### src/rtl/rf_write_arbiter_if.sv
// rf_write_arbiter_if: two writeback request ports plus the register-file write port
interface rf_write_arbiter_if #(parameter int DATA_W = 64);
   logic              req0_valid;
   logic [4:0]        req0_addr;
   logic [DATA_W-1:0] req0_data;
   logic              req0_ready;
   logic              req1_valid;
   logic [4:0]        req1_addr;
   logic [DATA_W-1:0] req1_data;
   logic              req1_ready;
   logic              wr_en;
   logic [4:0]        wr_addr;
   logic [DATA_W-1:0] wr_data;
   logic [31:0]       pending;
   modport master (
      output req0_valid, req0_addr, req0_data, req1_valid, req1_addr, req1_data,
      input  req0_ready, req1_ready, wr_en, wr_addr, wr_data, pending
   );
   modport slave (
      input  req0_valid, req0_addr, req0_data, req1_valid, req1_addr, req1_data,
      output req0_ready, req1_ready, wr_en, wr_addr, wr_data, pending
   );
endinterface

### src/rtl/rf_write_arbiter.sv
// rf_write_arbiter: arbitrates ALU and load writebacks onto the single register-file write port
module rf_write_arbiter #(
   parameter int DATA_W   = 64,
   parameter int ZERO_REG = 31
) (
   input logic               clk,
   input logic               reset_n,
   rf_write_arbiter_if.slave bus
);
   logic              hv0, hv1, rr_last, old1;
   logic [4:0]        ha0, ha1;
   logic [DATA_W-1:0] hd0, hd1;
   logic              g0, g1, ld0, ld1;
   // old1 marks port 1 as the older entry; only consulted when both hold the same register
   always_comb begin
      g1 = hv1 && (!hv0 || ((ha0 == ha1) ? old1 : !rr_last));
      g0 = hv0 && !g1;
      bus.req0_ready = !hv0 || g0;
      bus.req1_ready = !hv1 || g1;
      ld0 = bus.req0_valid && bus.req0_ready && (bus.req0_addr != 5'(ZERO_REG));
      ld1 = bus.req1_valid && bus.req1_ready && (bus.req1_addr != 5'(ZERO_REG));
      bus.wr_en   = g0 || g1;
      bus.wr_addr = g0 ? ha0 : g1 ? ha1 : '0;
      bus.wr_data = g0 ? hd0 : g1 ? hd1 : '0;
      bus.pending = (32'(hv0) << ha0) | (32'(hv1) << ha1);
   end
   always_ff @(posedge clk or negedge reset_n) begin
      if (!reset_n) begin
         hv0     <= 1'b0;
         hv1     <= 1'b0;
         ha0     <= '0;
         ha1     <= '0;
         hd0     <= '0;
         hd1     <= '0;
         rr_last <= 1'b1;
         old1    <= 1'b0;
      end else begin
         if (ld0) begin
            hv0 <= 1'b1;
            ha0 <= bus.req0_addr;
            hd0 <= bus.req0_data;
         end else if (g0) hv0 <= 1'b0;
         if (ld1) begin
            hv1 <= 1'b1;
            ha1 <= bus.req1_addr;
            hd1 <= bus.req1_data;
         end else if (g1) hv1 <= 1'b0;
         if (g0 || g1) rr_last <= g1;
         // a fresh port-0 load is never older; a lone port-1 load is younger than a held port 0
         if (ld0) old1 <= 1'b1;
         else if (ld1) old1 <= 1'b0;
      end
   end
endmodule

### src/flat_wrapper.sv
// flat-port wrapper written by rule: the top's interface ports become plain ports
module rf_write_arbiter_flat 
#(
   parameter int DATA_W   = 64,
   parameter int ZERO_REG = 31
)
  (clk, reset_n, bus_req0_valid, bus_req0_addr, bus_req0_data, bus_req1_valid, bus_req1_addr, bus_req1_data, bus_req0_ready, bus_req1_ready, bus_wr_en, bus_wr_addr, bus_wr_data, bus_pending);
  rf_write_arbiter_if #(.DATA_W(DATA_W)) bus_i ();
  input logic clk;
  input logic reset_n;
  input wire logic [$bits(bus_i.req0_valid)-1:0] bus_req0_valid;
  input wire logic [$bits(bus_i.req0_addr)-1:0] bus_req0_addr;
  input wire logic [$bits(bus_i.req0_data)-1:0] bus_req0_data;
  input wire logic [$bits(bus_i.req1_valid)-1:0] bus_req1_valid;
  input wire logic [$bits(bus_i.req1_addr)-1:0] bus_req1_addr;
  input wire logic [$bits(bus_i.req1_data)-1:0] bus_req1_data;
  output wire logic [$bits(bus_i.req0_ready)-1:0] bus_req0_ready;
  output wire logic [$bits(bus_i.req1_ready)-1:0] bus_req1_ready;
  output wire logic [$bits(bus_i.wr_en)-1:0] bus_wr_en;
  output wire logic [$bits(bus_i.wr_addr)-1:0] bus_wr_addr;
  output wire logic [$bits(bus_i.wr_data)-1:0] bus_wr_data;
  output wire logic [$bits(bus_i.pending)-1:0] bus_pending;
  assign bus_i.req0_valid = bus_req0_valid;
  assign bus_i.req0_addr = bus_req0_addr;
  assign bus_i.req0_data = bus_req0_data;
  assign bus_i.req1_valid = bus_req1_valid;
  assign bus_i.req1_addr = bus_req1_addr;
  assign bus_i.req1_data = bus_req1_data;
  assign bus_req0_ready = bus_i.req0_ready;
  assign bus_req1_ready = bus_i.req1_ready;
  assign bus_wr_en = bus_i.wr_en;
  assign bus_wr_addr = bus_i.wr_addr;
  assign bus_wr_data = bus_i.wr_data;
  assign bus_pending = bus_i.pending;
  rf_write_arbiter #(.DATA_W(DATA_W), .ZERO_REG(ZERO_REG)) u_core (.clk(clk), .reset_n(reset_n), .bus(bus_i));
endmodule
### config.mk
export PLATFORM = sky130hd
export DESIGN_NAME = rf_write_arbiter_flat
export DESIGN_NICKNAME = d
export VERILOG_FILES = /design/src/rtl/rf_write_arbiter_if.sv /design/src/rtl/rf_write_arbiter.sv /design/src/flat_wrapper.sv
export SDC_FILE = /design/constraint.sdc
export NUM_CORES = 1
export LEC_CHECK = 0
export CORE_MARGIN = 2
export CORE_UTILIZATION = 49
export CTS_BUF_LIST = sky130_fd_sc_hd__clkbuf_4 sky130_fd_sc_hd__clkbuf_8 sky130_fd_sc_hd__clkbuf_16
export CTS_CLUSTER_SIZE = 16
export DETAILED_ROUTE_END_ITERATION = 10
export GPL_TIMING_DRIVEN = 0
export HOLD_SLACK_MARGIN = 0.03
export PLACE_DENSITY = 0.86
export SYNTH_ARGS = -nofsm -noshare
export SYNTH_HDL_FRONTEND = slang
export SYNTH_SLANG_ARGS = --single-unit
export TNS_END_PERCENT = 100
### constraint.sdc
create_clock -name clk -period 7.14 [get_ports clk]
set_input_delay 1.785 -clock clk [delete_from_list [all_inputs] [get_ports clk]]
set_output_delay 1.785 -clock clk [all_outputs]
set_load 0.02 [all_outputs]
==> results by group, run 1 <==
Logic synthesis
  • Post-synth top area cell: dfrtp_1
  • Post-synth cell types: 35
  • Post-synth top cells: nand2_1 (155), dfrtp_1 (141), mux2_2 (129)
  • Number of synthesized flops with an enable pin: 0
  • Synth warnings: 0
  • FF+latch count, synth: 142
  • Syn_area_per_cell: 10.8 um2
  • Sequential fraction of the synthesis area: 50.6%
  • Count leader, synth: nand2_1
  • Ys flop type: dfrtp_1
  • Cells after synthesis: 651
  • FFs w/ async S/R, synth: 100%
  • Top-area cell type share of the netlist area: 50.2%
  • Post-Syn Nets: 793
  • Syn Std Cell Area: 7020 um2
  • Synth area leaders: dfrtp_1 (50%), mux2_2 (21%), nand2_1 (8.3%)

Placement
  • Detailed placer's ending HPWL: 14,800 um
  • Dpl cell area: 9730 um2
  • Port bufs: 245
  • Dpl cells: 1,077
  • Dpl ws: 2.37 ns
  • Global placer's final weighted congestion: 0.892

Timing
  • Worst Tran Pin Value: 0.742 ns
  • Tcrit/Tclk final: 72.6%
  • RSZ-0062 raised after global routing: false
  • Final count of pins violating max slew: 0
  • Post-route minimum period: 5.19 ns
  • Setup Skew: 0.00941 ns
  • Worst slew margin: 50.5%
  • Final hold vios: 0
  • FMAX: 193 MHz
  • Setup ws final: 1.95 ns
  • Final setup violation count: 0
  • WHS: 0.486 ns

Power and ir drop
  • Worst-case vdd ir drop: 0.000283 V
  • Lkg Pwr: 0.00423 uW
  • P per Cell Area: 457 nW/um2

Critical path
  • CP arrival: 3.40 ns
  • Critical Path RT: 5.36 ns
  • Crit path from: u_core.ha1[3]$_DFFE_PN0P_
  • Crit. End Element: output port
  • Crit-path max FO: 10
  • Startpoint Class: register
  • Reg-to-reg startpoint: u_core.ha1[0]$_DFFE_PN0P_
  • Critical path class: register to output port

Global routing
  • First-pass GRT wire length: 32,200 um
  • Largest net degree at the start of global routing: 81
  • Total Routing Usage GR: 27.8%
  • Overflow after GRT: 0
  • Number of global-route vias before repair: 6,272
  • Antenna violations before repair: 0

Route
  • TritonRoute pass-1 iters: 4
  • Vias per cell: 5.43
  • Drt drc: 0
  • Total wire length: 20,500 um
  • Detailed Route Iter0 Violations: 278
  • Post-route ant nets: 0
  • Avg WL per Cell: 18.5 um
  • Detailed-route via count: 6,025

Die
  • Die outline width: 124 um
  • Initial core utilization: 50.4%
  • Cell row count: 43
  • Die area: 15,300 um2
  • Ports: 246
  • Core Area: 13,900 um2
  • Chip height: 124 um

Hold path
  • Hold Path Class: register to register
  • Min-delay src: u_core.hd1[28]$_DFFE_PN0P_

CTS
  • Insertion delay to the later sink of the worst-skew pair: 0.42 ns
  • CTS tree: built
  • Worst-case clock buffer depth: 2
  • Hold buffers post-CTS: 0
  • Resized cells post-CTS: 0
  • # clock sinks: 142
  • H-tree Lvls: 4
  • Clock slew at reported path FFs: 0.06 ns
  • Post-CTS Repair Setup Buffers: 0
  • Clock Root Buffer: clkbuf_16
  • CTS buffer count: 17

Layout
  • Post-route cell area: 10,400 um2
  • Fraction of layout instances using a drive strength above 1: 22.4%
  • Area Overhead vs Synth: 47.4%
  • Final cell count without fillers: 1,109
  • Nets: 1,058
  • Antenna diode count: 0

Job
  • Max cap viols: 0

Run status
  • Status: complete, no violations
## sequential cells by signal, summed over array words and instances, names as in the netlist
name            cells
u_core.ha0          5
u_core.ha1          5
u_core.hd0         64
u_core.hd1         64
u_core.hv0          1
u_core.hv1          1
u_core.old1         1
u_core.rr_last      1
## critical path, stage by stage, from the launching register on
cell and delay [ns]:
dfrtp_1 0.35, buf_4 0.16, xor2_1 0.39, nor4b_2 0.13, a2111oi_4 0.54, buf_4 0.28, buf_2 0.26, nand2_1 0.10
o21ai_0 0.10, clkdlybuf4s50_1 0.67
## metrics by stage
stage | power [uW] | util [%] | setup TNS, ns
finish | 4730 | 74.3 | 0
global route | 5000 | 74.3 | 0
CTS | 4740 | 74.3 | 0
detailed placement | 3790 | 69.8 | 0
global placement | 3740 | 69.6 | -204.72
floorplan | 2760 | - | 0
## routing by layer
| metal | part of all wire, % | up-vias | GRT usage (%) |
|---|---|---|---|
| met5 | 0 | - | 0 |
| met2 | 50 | 242 | 46.9 |
| met1 | 39 | 2933 | 32.6 |
| met3 | 7.4 | 54 | 8.01 |
| li1 | - | 2796 | - |
| met4 | 4.3 | 0 | 13.6 |
## cell type report
cell class	count	area (um2)
clock buffer	22	488
timing repair buffer	246	2480
inverter	5	18.8
fill	969	3580
multi-input combinational	452	3100
tap	180	225
clock inverter	10	135
buffer	52	345
sequential	142	3550
## path summary, 6_finish.rpt
path | depth (start not counted) | slack [ns] | end
setup / recovery | 9 | 1.95 | bus_wr_data[7]
hold / removal | 1 | 0.49 | u_core.hd1[28]$_DFFE_PN0P_
setup reg to reg | 8 | 4.56 | u_core.hd1[47]$_DFFE_PN0P_
hold reg to reg | 1 | 0.49 | u_core.hd1[28]$_DFFE_PN0P_
max in group asynchronous | 2 | 4.95 | u_core.hd1[58]$_DFFE_PN0P_
min in group asynchronous | 1 | 1.42 | u_core.hd0[18]$_DFFE_PN0P_
## where the power goes
group	internal, uW	switching, uW
logic	1180	1310
registers	1140	177
clock network	589	334
## cell usage in the layout, fill, tap and decap left out, drive strengths merged, types with 6 or more instances in the layout
cell type	instances
clkdlybuf4s50	244
nand2	155
dfrtp	141
mux2	136
o21ai	74
clkbuf	43
buf	33
o22ai	24
nand3	12
o32ai	8
nand2b	7
nor2	7
clkinv	6
## logic make-up after synthesis
group | count (synthesis) | synth area share, %
buf+inv | 57 | 5.19
xor+xnor | 5 | 0.624
simple gates | 196 | 11.9
flops | 142 | 50.6
compound gates | 113 | 9.60
mux | 138 | 22.1
Note: power is estimated with default switching activity, not from simulation.
==> run 2: changes to the inputs <==
--- a/config.mk
+++ b/config.mk
@@ -6,13 +6,13 @@
 export NUM_CORES = 1
 export LEC_CHECK = 0
 export CORE_MARGIN = 2
-export CORE_UTILIZATION = 49
+export CORE_UTILIZATION = 46
 export CTS_BUF_LIST = sky130_fd_sc_hd__clkbuf_4 sky130_fd_sc_hd__clkbuf_8 sky130_fd_sc_hd__clkbuf_16
 export CTS_CLUSTER_SIZE = 16
 export DETAILED_ROUTE_END_ITERATION = 10
 export GPL_TIMING_DRIVEN = 0
 export HOLD_SLACK_MARGIN = 0.03
-export PLACE_DENSITY = 0.86
+export PLACE_DENSITY = 0.81
 export SYNTH_ARGS = -nofsm -noshare
 export SYNTH_HDL_FRONTEND = slang
 export SYNTH_SLANG_ARGS = --single-unit
==> constraint.sdc (replaced) <==
create_clock -name clk -period 5.45 [get_ports clk]
set_input_delay 1.3625 -clock clk [delete_from_list [all_inputs] [get_ports clk]]
set_output_delay 1.3625 -clock clk [all_outputs]
set_load 0.02 [all_outputs]
==> run 2 against run 1 <==
Effect of this change: final area fell by 0.22%; critical path depth did not move; register-to-register slack got worse by 1.7 ns; sequential share of layout area rose by 0.075 points; die area rose by 6.3%; total power rose by 29%; clock skew fell by 0.0025 ns; combinational power rose by 31%; worst setup slack got worse by 1.3 ns; clock power rose by 25%; global-route usage fell by 3.0 points; largest cell class unchanged.
==> results by group, run 2 (synthesized netlist as in run 1, its figures left out) <==
Placement
  • Dpl cells: 1,085 (was 1,077)
  • Dpl cell area: 9740 um2 (was 9730 um2)
  • Global placer's final weighted congestion: 1.00 (was 0.892)
  • Port bufs: 245 (unchanged)
  • Detailed placer's ending HPWL: 14,700 um (was 14,800 um)

CTS
  • Post-CTS Repair Setup Buffers: 0 (unchanged)
  • Worst-case clock buffer depth: 2 (unchanged)
  • Clock Root Buffer: clkbuf_16 (unchanged)
  • # clock sinks: 142 (unchanged)
  • H-tree Lvls: 4 (unchanged)
  • CTS tree: built (unchanged)
  • Insertion delay to the later sink of the worst-skew pair: 0.41 ns (was 0.42 ns)
  • Clock slew at reported path FFs: 0.06 ns (about the same)
  • Hold buffers post-CTS: 0 (unchanged)
  • Resized cells post-CTS: 0 (unchanged)
  • CTS buffer count: 17 (unchanged)

Power and ir drop
  • Clock power frac: 18.9% (was 19.5%)
  • Comb power frac: 53.2% (was 52.7%)
  • Switching part of the total power: 38.8% (was 38.6%)
  • Lkg Pwr: 0.00421 uW (was 0.00423 uW)
  • Seq pwr share: 27.9% (was 27.8%)
  • Pint: 3740 uW (was 2900 uW)
  • Worst-case vdd ir drop: 0.000308 V (was 0.000283 V)
  • P per Cell Area: 592 nW/um2 (was 457 nW/um2)
  • Switching power: 2370 uW (was 1830 uW)

Global routing
  • First-pass GRT wire length: 31,400 um (was 32,200 um)
  • Antenna violations before repair: 1 (was 0)
  • Number of global-route vias before repair: 6,057 (was 6,272)
  • Total Routing Usage GR: 24.8% (was 27.8%)
  • Overflow after GRT: 0 (unchanged)
  • Largest net degree at the start of global routing: 77 (was 81)

Layout
  • Fraction of layout instances using a drive strength above 1: 22.4% (unchanged)
  • Commonest non-fill, non-tap cell in the layout: clkdlybuf4s50_1 (unchanged)
  • Most frequent cells in the layout: clkdlybuf4s50_1 (244), nand2_1 (155), dfrtp_1 (141), mux2_2 (129), o21ai_0 (74) (unchanged)
  • Largest regs: u_core.hd0: 64 flops, u_core.hd1: 64 flops (unchanged)
  • Area Overhead vs Synth: 47.1% (was 47.4%)
  • Utilization of the core after routing: 68.7% (was 74.3%)
  • Post-route cell area: 10,300 um2 (was 10,400 um2)
  • Nets: 1,058 (unchanged)
  • Final cell count without fillers: 1,118 (was 1,109)

Hold path
  • Hold Path Class: register to register (unchanged)

Die
  • Ports: 246 (unchanged)
  • Chip height: 128 um (was 124 um)
  • Cell row count: 45 (was 43)
  • Initial core utilization: 46.7% (was 50.4%)
  • Core Area: 15,000 um2 (was 13,900 um2)
  • Die area: 16,300 um2 (was 15,300 um2)
  • Die outline width: 128 um (was 124 um)

Timing
  • Setup Skew: 0.00692 ns (was 0.00941 ns)
  • Worst slew margin: 53.9% (was 50.5%)
  • FMAX: 209 MHz
  • Final count of pins violating max slew: 0 (unchanged)
  • Tcrit/Tclk final: 87.7%
  • Final hold vios: 0 (unchanged)
  • Sum Neg Setup Slack: 0 ns (unchanged)
  • RSZ-0062 raised after global routing: false (unchanged)
  • Post-route minimum period: 4.78 ns
  • Final setup violation count: 0 (unchanged)
  • Worst Tran Pin Value: 0.690 ns (was 0.742 ns)

Job
  • Max cap viols: 0 (unchanged)

Route
  • Avg WL per Cell: 17.9 um (was 18.5 um)
  • Post-route ant nets: 0 (unchanged)
  • Total wire length: 20,000 um (was 20,500 um)
  • Detailed-route via count: 5,956 (was 6,025)
  • TritonRoute pass-1 iters: 4 (unchanged)
  • Drt drc: 0 (unchanged)
  • Detailed Route Iter0 Violations: 235 (was 278)
  • Vias per cell: 5.33 (was 5.43)

Critical path
  • Startpoint Class: register (unchanged)
  • Critical Path RT: 4.09 ns (was 5.36 ns)
  • Critical path class: register to output port (unchanged)
  • Crit-path max FO: 10 (unchanged)
  • CP arrival: 3.42 ns (was 3.40 ns)
  • Crit. End Element: output port (unchanged)

Run status
  • Status: complete, no violations (unchanged)
-- run 2: changes by cell type in the layout (fill, tap and decap cells not counted), sizes merged --
cell	change
clkinv	-1
inv	+1
diode	+1
clkinvlp	+1
bufinv	-1
-- run 2: worst max-delay path, cell delays in order (launching register included) --
cell and delay, ns:
dfrtp_1 0.36, buf_4 0.17, xor2_1 0.40, nor4b_2 0.13, a2111oi_4 0.53, buf_4 0.29
buf_2 0.24, nand2_1 0.08, o21ai_0 0.12, clkdlybuf4s50_1 0.68
-- run 2: routing by layer --
| metal | up-vias | wire [um] | part of all wire [%] | GRT usage [%] |
|---|---|---|---|---|
| li1 | 2790 | - | - | - |
| met1 | 2894 | 7820 | 39 | 29.3 |
| met2 | 227 | 9990 | 50 | 41.6 |
| met5 | - | 0 | 0 | 0 |
| met4 | 0 | 640 | 3.2 | 10.1 |
| met3 | 45 | 1530 | 7.6 | 8.58 |
-- run 2: metrics by stage --
step                hold WS, ns  total power (uW)  setup WS, ns
global route              0.505              6460         0.470
detailed placement        0.476              4980          1.11
finish                    0.489              6120         0.668
floorplan                 0.458              3610          2.08
CTS                       0.493              6150         0.630
global placement          0.470              4920         -2.84
-- run 2: final timing paths --
kind | startpoint | to | slack (ns) | cells past startpoint
min in group asynchronous | reset_n | u_core.hd1[59]$_DFFE_PN0P_ | 0.94 | 1
worst max-delay path | u_core.ha1[3]$_DFFE_PN0P_ | bus_wr_data[16] | 0.67 | 9
worst min register to register | u_core.hd1[32]$_DFFE_PN0P_ | u_core.hd1[32]$_DFFE_PN0P_ | 0.49 | 1
worst max register to register | u_core.ha1[3]$_DFFE_PN0P_ | u_core.hd1[36]$_DFFE_PN0P_ | 2.89 | 7
worst min-delay path | u_core.hd1[32]$_DFFE_PN0P_ | u_core.hd1[32]$_DFFE_PN0P_ | 0.49 | 1
max in group asynchronous | reset_n | u_core.hd0[16]$_DFFE_PN0P_ | 3.71 | 2
-- run 2: cell type report --
| type | count | area [um2] |
|---|---|---|
| antenna | 1 | 2.50 |
| buffer | 52 | 345 |
| clock buffer | 22 | 475 |
| clock inverter | 10 | 113 |
| fill | 1157 | 4700 |
| inverter | 5 | 18.8 |
| multi-input combinational | 452 | 3100 |
| sequential | 142 | 3550 |
| tap | 188 | 235 |
| timing repair buffer | 246 | 2480 |
-- run 2: power by group through the flow --
| stage | registers, uW | logic, uW | clock network (uW) |
|---|---|---|---|
| global route | 1760 | 3480 | 1220 |
| detailed placement | 1720 | 3260 | 0 |
| global placement | 1700 | 3210 | 0 |
| floorplan | 1660 | 1950 | 0 |
| CTS | 1710 | 3280 | 1170 |
| finish | 1710 | 3250 | 1150 |
